$ cat config.mk
export PLATFORM = sky130hd
export DESIGN_NAME = usb_tx_flat
export DESIGN_NICKNAME = d
export VERILOG_FILES = /design/src/rtl/usb_pkg.sv /design/src/rtl/usb_tx_if.sv /design/src/rtl/usb_tx_nrzi.sv /design/src/rtl/usb_tx.sv /design/src/flat_wrapper.sv
export SDC_FILE = /design/constraint.sdc
export NUM_CORES = 1
export LEC_CHECK = 0
export ABC_CLOCK_PERIOD_IN_PS = 2230
export CAP_MARGIN = 30
export CORE_ASPECT_RATIO = 0.8
export CORE_MARGIN = 2
export CORE_UTILIZATION = 63
export CTS_BUF_LIST = sky130_fd_sc_hd__clkbuf_16
export CTS_CLUSTER_SIZE = 20
export DETAILED_ROUTE_END_ITERATION = 6
export DONT_BUFFER_PORTS = 1
export PLACE_DENSITY = 0.79
export SKIP_CTS_REPAIR_TIMING = 1
export SLEW_MARGIN = 40
export SYNTH_ARGS = -nofsm -noshare
export SYNTH_HDL_FRONTEND = slang
export SYNTH_SLANG_ARGS = --single-unit
$ cat constraint.sdc
create_clock -name clk48 -period 2.23 [get_ports clk48]
set_input_delay 0.669 -clock clk48 [delete_from_list [all_inputs] [get_ports clk48]]
set_output_delay 0.669 -clock clk48 [all_outputs]
set_load 0.02 [all_outputs]
$ cat src/rtl/usb_pkg.sv
// Shared constants and state encoding for the full-speed USB transmitter.
package usb_pkg;

  // Line state as {dp, dn}.
  typedef logic [1:0] line_t;

  localparam line_t LINE_J   = 2'b10;
  localparam line_t LINE_K   = 2'b01;
  localparam line_t LINE_SE0 = 2'b00;

  localparam logic [7:0] SYNC_BYTE   = 8'h80;
  localparam logic [2:0] STUFF_LIMIT = 3'd6;
  localparam int         EOP_SE0_BITS = 2;
  localparam int         EOP_J_BITS   = 1;

  typedef enum logic [2:0] {
    IDLE,
    SYNC,
    DATA,
    EOP_SE0,
    EOP_J
  } tx_state_t;

endpackage

$ cat src/rtl/usb_tx_if.sv
// Byte-stream handshake between a packet source and the USB transmitter.
interface usb_tx_if;
  logic [7:0] tx_data;
  logic       tx_last;
  logic       tx_valid;
  logic       tx_ready;

  modport master (output tx_data, output tx_last, output tx_valid, input tx_ready);
  modport slave  (input tx_data, input tx_last, input tx_valid, output tx_ready);
endinterface

$ cat src/rtl/usb_tx_nrzi.sv
// NRZI line encoder with consecutive-ones tracking for bit stuffing.
module usb_tx_nrzi
  import usb_pkg::*;
(
  input  logic  clk48,
  input  logic  rst_n,
  input  logic  clr,
  input  logic  send,
  input  logic  bit_in,
  output line_t line,
  output logic  stuff_req
);

  logic [2:0] ones;

  // A send always wins over clr so the first SYNC bit encodes from J.
  always_ff @(posedge clk48 or negedge rst_n) begin
    if (!rst_n) begin
      line <= LINE_J;
      ones <= 3'd0;
    end else if (send) begin
      if (!bit_in) begin
        line <= (line == LINE_J) ? LINE_K : LINE_J;
        ones <= 3'd0;
      end else begin
        ones <= ones + 3'd1;
      end
    end else if (clr) begin
      line <= LINE_J;
      ones <= 3'd0;
    end
  end

  assign stuff_req = (ones == STUFF_LIMIT);

endmodule

$ cat src/rtl/usb_tx.sv
// Full-speed USB packet transmitter: SYNC, NRZI data with bit stuffing, EOP.
module usb_tx
  import usb_pkg::*;
#(
  parameter int CLKS_PER_BIT = 4
) (
  input  logic     clk48,
  input  logic     rst_n,
  usb_tx_if.slave  tx,
  output logic     usb_dp_out,
  output logic     usb_dn_out,
  output logic     usb_oe,
  output logic     tx_busy,
  output logic     tx_underrun
);

  localparam int CW = (CLKS_PER_BIT > 1) ? $clog2(CLKS_PER_BIT) : 1;
  localparam logic [CW-1:0] CLK_RELOAD = CW'(CLKS_PER_BIT - 1);

  tx_state_t state, state_d;

  logic [CW-1:0] clk_cnt;
  logic [7:0]    hold, sh;
  logic          hold_last, hold_valid, sh_last, rdy_en;
  logic [3:0]    sh_cnt;
  logic [1:0]    eop_cnt, eop_val;

  logic  strobe, fire, stuff_req, nrzi_send, nrzi_bit, nrzi_clr;
  logic  load_sync, take_hold, hold_send, pop, eop_load, eop_dec, underrun_set;
  line_t line, out_line;

  assign strobe      = (state != IDLE) && (clk_cnt == '0);
  assign tx.tx_ready = rdy_en && !hold_valid && (state != EOP_SE0) && (state != EOP_J);
  assign fire        = tx.tx_valid && tx.tx_ready;
  assign nrzi_clr    = (state == IDLE) || (state == EOP_SE0) || (state == EOP_J);

  usb_tx_nrzi u_nrzi (
    .clk48     (clk48),
    .rst_n     (rst_n),
    .clr       (nrzi_clr),
    .send      (nrzi_send),
    .bit_in    (nrzi_bit),
    .line      (line),
    .stuff_req (stuff_req)
  );

  always_ff @(posedge clk48 or negedge rst_n) begin
    if (!rst_n) state <= IDLE;
    else        state <= state_d;
  end

  always_comb begin
    state_d      = state;
    load_sync    = 1'b0;
    take_hold    = 1'b0;
    hold_send    = 1'b0;
    pop          = 1'b0;
    nrzi_send    = 1'b0;
    nrzi_bit     = 1'b0;
    eop_load     = 1'b0;
    eop_val      = 2'd0;
    eop_dec      = 1'b0;
    underrun_set = 1'b0;
    case (state)
      IDLE: begin
        if (fire || hold_valid) begin
          state_d   = SYNC;
          load_sync = 1'b1;
          nrzi_send = 1'b1;
          nrzi_bit  = SYNC_BYTE[0];
        end
      end
      SYNC, DATA: begin
        if (strobe) begin
          if (stuff_req) begin
            // Stuff bit goes out, but a waiting byte still moves up now.
            nrzi_send = 1'b1;
            if (sh_cnt == 4'd0 && hold_valid && !sh_last) begin
              take_hold = 1'b1;
              state_d   = DATA;
            end
          end else if (sh_cnt != 4'd0) begin
            pop       = 1'b1;
            nrzi_send = 1'b1;
            nrzi_bit  = sh[0];
          end else if (!sh_last && hold_valid) begin
            take_hold = 1'b1;
            hold_send = 1'b1;
            nrzi_send = 1'b1;
            nrzi_bit  = hold[0];
            state_d   = DATA;
          end else begin
            state_d      = EOP_SE0;
            eop_load     = 1'b1;
            eop_val      = 2'(EOP_SE0_BITS - 1);
            underrun_set = !sh_last;
          end
        end
      end
      EOP_SE0: begin
        if (strobe) begin
          if (eop_cnt == 2'd0) begin
            state_d  = EOP_J;
            eop_load = 1'b1;
            eop_val  = 2'(EOP_J_BITS - 1);
          end else begin
            eop_dec = 1'b1;
          end
        end
      end
      EOP_J: begin
        if (strobe) begin
          if (eop_cnt == 2'd0) state_d = IDLE;
          else                 eop_dec = 1'b1;
        end
      end
      default: state_d = IDLE;
    endcase

    usb_oe   = (state != IDLE);
    tx_busy  = (state != IDLE);
    out_line = LINE_J;
    if (state == EOP_SE0)                      out_line = LINE_SE0;
    else if (state == SYNC || state == DATA)   out_line = line;
    {usb_dp_out, usb_dn_out} = out_line;
  end

  always_ff @(posedge clk48 or negedge rst_n) begin
    if (!rst_n) begin
      rdy_en      <= 1'b0;
      clk_cnt     <= CLK_RELOAD;
      hold        <= 8'd0;
      hold_last   <= 1'b0;
      hold_valid  <= 1'b0;
      sh          <= 8'd0;
      sh_cnt      <= 4'd0;
      sh_last     <= 1'b0;
      eop_cnt     <= 2'd0;
      tx_underrun <= 1'b0;
    end else begin
      rdy_en      <= 1'b1;
      tx_underrun <= underrun_set;
      if (state == IDLE || strobe) clk_cnt <= CLK_RELOAD;
      else                         clk_cnt <= clk_cnt - 1'b1;

      if (fire) begin
        hold       <= tx.tx_data;
        hold_last  <= tx.tx_last;
        hold_valid <= 1'b1;
      end else if (take_hold) begin
        hold_valid <= 1'b0;
      end

      if (load_sync) begin
        sh      <= {1'b0, SYNC_BYTE[7:1]};
        sh_cnt  <= 4'd7;
        sh_last <= 1'b0;
      end else if (take_hold) begin
        sh      <= hold_send ? {1'b0, hold[7:1]} : hold;
        sh_cnt  <= hold_send ? 4'd7 : 4'd8;
        sh_last <= hold_last;
      end else if (pop) begin
        sh     <= {1'b0, sh[7:1]};
        sh_cnt <= sh_cnt - 4'd1;
      end

      if (eop_load)     eop_cnt <= eop_val;
      else if (eop_dec) eop_cnt <= eop_cnt - 2'd1;
    end
  end

endmodule

$ cat src/flat_wrapper.sv
// flat-port wrapper written by rule: the top's interface ports become plain ports
module usb_tx_flat import usb_pkg::*;
#(
  parameter int CLKS_PER_BIT = 4
)
  (clk48, rst_n, usb_dp_out, usb_dn_out, usb_oe, tx_busy, tx_underrun, tx_tx_data, tx_tx_last, tx_tx_valid, tx_tx_ready);
  usb_tx_if tx_i ();
  input  logic clk48;
  input  logic rst_n;
  output logic usb_dp_out;
  output logic usb_dn_out;
  output logic usb_oe;
  output logic tx_busy;
  output logic tx_underrun;
  input wire logic [$bits(tx_i.tx_data)-1:0] tx_tx_data;
  input wire logic [$bits(tx_i.tx_last)-1:0] tx_tx_last;
  input wire logic [$bits(tx_i.tx_valid)-1:0] tx_tx_valid;
  output wire logic [$bits(tx_i.tx_ready)-1:0] tx_tx_ready;
  assign tx_i.tx_data = tx_tx_data;
  assign tx_i.tx_last = tx_tx_last;
  assign tx_i.tx_valid = tx_tx_valid;
  assign tx_tx_ready = tx_i.tx_ready;
  usb_tx #(.CLKS_PER_BIT(CLKS_PER_BIT)) u_core (.clk48(clk48), .rst_n(rst_n), .tx(tx_i), .usb_dp_out(usb_dp_out), .usb_dn_out(usb_dn_out), .usb_oe(usb_oe), .tx_busy(tx_busy), .tx_underrun(tx_underrun));
endmodule
* Word-level counts from Yosys, hierarchy flattened
Cells that the tools add are included.
** Operators by class
- $add $sub $neg :: 4
- Eq/ne operators :: 17
- Muxes and demuxes :: 79
- Reductions and logical operators :: 30
** Operators with widths (count)
- 2-to-1 mux 1 bit :: 43
- 2-to-1 mux 3 bit :: 12
- 2-to-1 mux 8 bit :: 4
- 2-to-1 mux 2 bit :: 13
- 2-to-1 mux 4 bit :: 4
- case mux 3 bit (4 select lines) :: 1
- logical AND 1 bit :: 8
- inequality test 2 x 1 -> 1 bit, second input constant :: 4
- AND reduction 8 bit :: 1
- nonzero test 2 bit :: 4
- equality test 3 x 2 -> 1 bit, second input constant :: 2
- equality test 3 bit, second input constant :: 2
- inequality test 2 bit, second input constant :: 3
- inequality test 3 x 2 -> 1 bit, second input constant :: 2
- inequality test 3 bit, second input constant :: 2
- nonzero test 3 bit :: 2
- logical OR 1 bit :: 5
- logical NOT 2 bit :: 2
- logical NOT 4 bit :: 1
- case mux 1 bit (2 select lines) :: 2
- nonzero test 4 bit :: 1
- OR reduction 2 bit :: 2
- subtractor 2 x 1 -> 2 bit, second input constant :: 2
- subtractor 4 x 1 -> 4 bit, second input constant :: 1
- 6 further kinds :: 7
** Word-level totals
- Register bits :: 37
- Input bits :: 12
- Output and inout port bits :: 6
- Word-level logic and storage cells :: 143

* Longest topological paths before layout
- Word-level depth :: 10
- Gate-level depth with buffers :: 8
- Gate-level depth less buffers :: 6

* Cells and area by module
Synthesis repeated with hierarchy kept, for this count alone.
** Second synthesis, totals
- Cell total of the unflattened synthesis :: 201
- Area, all modules :: 2125.8 um^2
** Modules (own cells, without submodules)
- usb_tx :: instances 1, cells each 178, area each 1871.8 um^2, seq. area each 803.3 um^2
- usb_tx_nrzi :: instances 1, cells each 23, area each 254.0 um^2, seq. area each 126.4 um^2

* Worst setup path before layout
Ideal clock, no wire load.
- Kind :: register to register
- Start point :: register u_core.state[1]
- End point :: register u_core.hold[0]
- Library setup time :: 0.125 ns
- Arrival :: 1.876 ns
- Data required time :: 2.105 ns
- Slack :: 0.229 ns
- Stages on the path, launching flop included :: 6
- Path buffers :: 1
- Period minus slack after synthesis :: 2.001 ns
- Cells stage by stage :: dfrtp_1 > buf_2 > and3b_1 > nor4b_2 > nand2_2 > mux2_2
** On the way
- Cells in the longest elaborated chain, start to end :: 4
- Elaborated cells between the ends (all ways) :: 5
- Classes of those cells :: eq/ne (2); reduce/logical (3)
** RTL lines
- start, declared :: line usb_tx.sv:20 : tx_state_t state, state_d;
- start signal, assigned :: line usb_tx.sv:49 : else state <= state_d;
- inequality test 3 x 2 -> 1 bit :: line usb_tx.sv:33 : assign tx.tx_ready = rdy_en && !hold_valid && (state != EOP_SE0) && (state != EOP_J);
- logical AND 1 bit :: line usb_tx.sv:33
- logical AND 1 bit * :: line usb_tx.sv:33
- named net tx_tx_ready :: line flat_wrapper.sv:18 : output wire logic [$bits(tx_i.tx_ready)-1:0] tx_tx_ready;
- logical AND 1 bit * :: line usb_tx.sv:34 : assign fire = tx.tx_valid && tx.tx_ready;
- end signal, assigned :: line usb_tx.sv:147 : hold <= tx.tx_data;
- end, declared :: line usb_tx.sv:23 : logic [7:0] hold, sh;
The timed path passes the listed nets; every way through them passes the cells marked *.
A chain may end at the register's enable or synchronous reset.

* Worst setup path in the final report
- Start point :: register u_core.state[0]
- End point :: output tx_tx_ready
** On the way
- Cells in the longest elaborated chain, start to end :: 3
- Elaborated cells between the ends (all ways) :: 4
- Classes of those cells :: eq/ne (2); reduce/logical (2)
** RTL lines (line)
- inequality test 3 x 2 -> 1 bit :: usb_tx.sv:33
- logical AND 1 bit :: usb_tx.sv:33
- logical AND 1 bit * :: usb_tx.sv:33
- end, declared :: flat_wrapper.sv:18
Every way passes the cells marked *; elsewhere a longest branch is shown, timed or not.

==> results by group <==
Logic synthesis
  • Avg Cell Area, Syn: 10.5 sq um
  • Area leader, netlist: dfrtp_1
  • Register area share after synthesis: 0.436
  • Yosys reg bits: 37
  • Synth Warn #: 0
  • Share of the synthesized area in the top cell type: 0.399
  • Unique cell type count in the Yosys netlist: 57
  • Cells after Synth: 204
  • Synth top area cells: dfrtp_1 40%, mux2_2 7.4%, mux2i_1 6.1%, dfstp_2 3.7%, ha_1 2.9%
  • Syn_nets: 221
  • Main synth FF type: dfrtp_1
  • Cell area after synthesis: 2130 sq um
  • Post-synth EDFFs: 0
  • Post-synth ARST share: 1.00

STA
  • Crit share post-route: 0.982
  • Worst Max-Slew Pin Slew: 0.586 ns
  • Worst Clk Skew: 0.00292 ns
  • TNS Setup: 0 ns
  • RSZ-0062 raised after global routing: yes
  • F_max: 457 MHz
  • Slew HR: 0.608
  • Final Setup Violations: 0
  • Tmin final: 2.19 ns
  • Slew Viols, Final: 0
  • Hold Vio Cnt, Final: 0

GRT
  • Tot GR Track Use: 0.262
  • First-pass GRT wire length: 8.09 mm
  • Total grt overflow: 0
  • Largest net degree at the start of global routing: 38
  • Initial antenna violation count: 0
  • Vias in the first global route: 1642

Clock network
  • CTS tree: done
  • CTS Buf Count: 5
  • Clk_lat worst skew: 0.28 ns
  • H-tree depth: 2
  • TritonCTS sink count: 37
  • Max Buffers Root-to-Sink: 2
  • Clock root cell: clkbuf_16
  • Clock Pin Slew Worst Setup and Hold Paths: 0.06 ns

Hold path
  • Worst Hold Class: in -> async

Worst setup path
  • CP Launch Type: flip-flop
  • R2r endpoint: u_core.sh_cnt[3]
  • Critical Path RT: 1.56 ns
  • Critical path class: reg -> out
  • RR Startpoint: u_core.clk_cnt[0]
  • R2R depth: 7
  • CP max FO: 10
  • Reg2Reg Setup Slack: 0.13 ns
  • Worst EP arrival: 1.52 ns
  • Crit. End Element: primary output

Placement
  • Port bufs: 0
  • Final HPWL DP: 3.24 mm
  • Gp weighted congestion: 0.904

Pwr
  • Switching power: 0.272 mW
  • Power share of the clock group: 0.530
  • Combinational share of power: 0.012
  • Switching share of power: 0.185
  • Seq pwr share: 0.457
  • Total power: 1.47 mW
  • Leak Pwr: 1.08 nW
  • Internal power: 1.20 mW
  • VDD IR-drop max: 0.000528 V
  • Pwr dens: 627 nW/um^2

Finish
  • Final core utilization: 0.746
  • Most common cell after layout, fill and taps aside: dfrtp_1
  • Fraction of layout cells with a size suffix above 1: 0.182
  • Area growth from synthesis to layout: 10.3%
  • Number of diodes: 0
  • # nets final: 225
  • Commonest non-fill, non-tap cells in the layout: 34 x dfrtp_1, 17 x inv_1, 15 x nand2_1

Route
  • 1st-iter DRT viols: 184
  • Drt wl/cell: 19.0 um
  • DRT Pass-1 Iters: 4
  • Vias: 1647
  • Remaining antenna violation count after routing: 0
  • Final wirelength: 4.72 mm
  • DR vias/cell: 6.61
  • Drc violations: 0

Die
  • Die Y: 56.0 um
  • Site row count: 18
  • Core footprint: 3150 sq um
  • Die width: 69.0 um
  • Die area: 3870 sq um
  • Ports: 18
  • Initial Util: 0.676

Status
  • Status: finished clean

Flow run
  • Max-cap viol count: 0
-- critical path, cell delays in order (launching register included) --
cell	delay [ns]
dfrtp_1	0.50
and3b_1	0.27
nor4b_4	0.47
-- state kept, by name, summed over array words and instances, names as in the netlist --
signal              cells
u_core.u_nrzi.line      2
u_core.hold_valid       1
u_core.state            3
u_core.sh_cnt           4
u_core.rdy_en           1
u_core.eop_cnt          2
u_core.sh               8
u_core.tx_underrun      1
u_core.sh_last          1
u_core.hold_last        1
u_core.u_nrzi.ones      3
u_core.clk_cnt          2
u_core.hold             8
-- synth_stat cells, drive strengths merged (4+ instances only) --
library cell / number
dfrtp: 34
inv: 16
nand2: 16
mux2: 15
mux2i: 13
o21ai: 10
nor2: 7
a21oi: 6
buf: 6
ha: 5
nor2b: 5
a31oi: 4
nor4: 4
-- worst max path at each step --
stage	from	endpoint	slack [ns]	cells past startpoint
after floorplan	u_core.state[1]	u_core.hold[0]	0.23	5
after global placement	u_core.sh_cnt[0]	u_core.u_nrzi.line[0]	0.11	6
after detailed placement	u_core.sh_cnt[0]	u_core.u_nrzi.line[0]	0.06	6
after CTS	u_core.state[0]	tx_tx_ready	-0.1	2
after global routing	u_core.state[0]	tx_tx_ready	-0.009	2
final	u_core.state[0]	tx_tx_ready	0.04	2
-- metal layers --
metal / part of all wire / global-route usage / up-vias / wire length (um)
li1: - / - / 750 / -
met1: 0.43 / 0.345 / 818 / 2040
met2: 0.47 / 0.418 / 66 / 2210
met3: 0.078 / 0.0707 / 13 / 370
met4: 0.019 / 0.0952 / 0 / 92
met5: 0 / 0 / - / 0
-- final cells by class --
| cell class | instances | area (sq um) |
|---|---|---|
| clock inverters | 3 | 37.5 |
| clock buffers | 5 | 125 |
| well taps | 40 | 50.0 |
| repair buffers | 6 | 57.6 |
| flip-flops and latches | 37 | 930 |
| inverters | 17 | 63.8 |
| fillers | 210 | 802 |
| multi-input cells | 141 | 1090 |
-- power by group through the flow --
stage | combinational [mW] | sequential (mW) | clock [mW]
3_5_place_dp | 0.0171 | 0.686 | 0
5_1_grt | 0.0197 | 0.674 | 0.819
3_3_place_gp | 0.0163 | 0.686 | 0
6_report | 0.0181 | 0.674 | 0.782
4_1_cts | 0.0175 | 0.674 | 0.782
2_1_floorplan | 0.0147 | 0.686 | 0
-- cells by family (layout without fill, tap and decap cells) --
| group | Yosys count | after routing | synth area share |
|---|---|---|---|
| AOI/OAI and AO/OA | 44 | 44 | 0.149 |
| xor gates and xnor gates | 2 | 2 | 0.00822 |
| adders and majority gates | 5 | 5 | 0.0293 |
| buffers and inverters | 26 | 31 | 0.0593 |
| DFF | 37 | 37 | 0.436 |
| muxes | 28 | 28 | 0.140 |
| other | 1 | 1 | 0.00176 |
| and+or+nand+nor | 61 | 61 | 0.176 |
-- through the flow --
step	setup slack, ns	instance area, sq um	std cells	hold slack, ns
floorplan	0.229	2130	204	0.373
finish	0.0396	2350	249	0.0779
detailed placement	0.0608	2160	240	0.375
global placement	0.114	2160	240	0.374
CTS	-0.0984	2320	248	0.0786
global route	-0.00872	2350	249	0.0728
(Power assumes the default switching activity.)
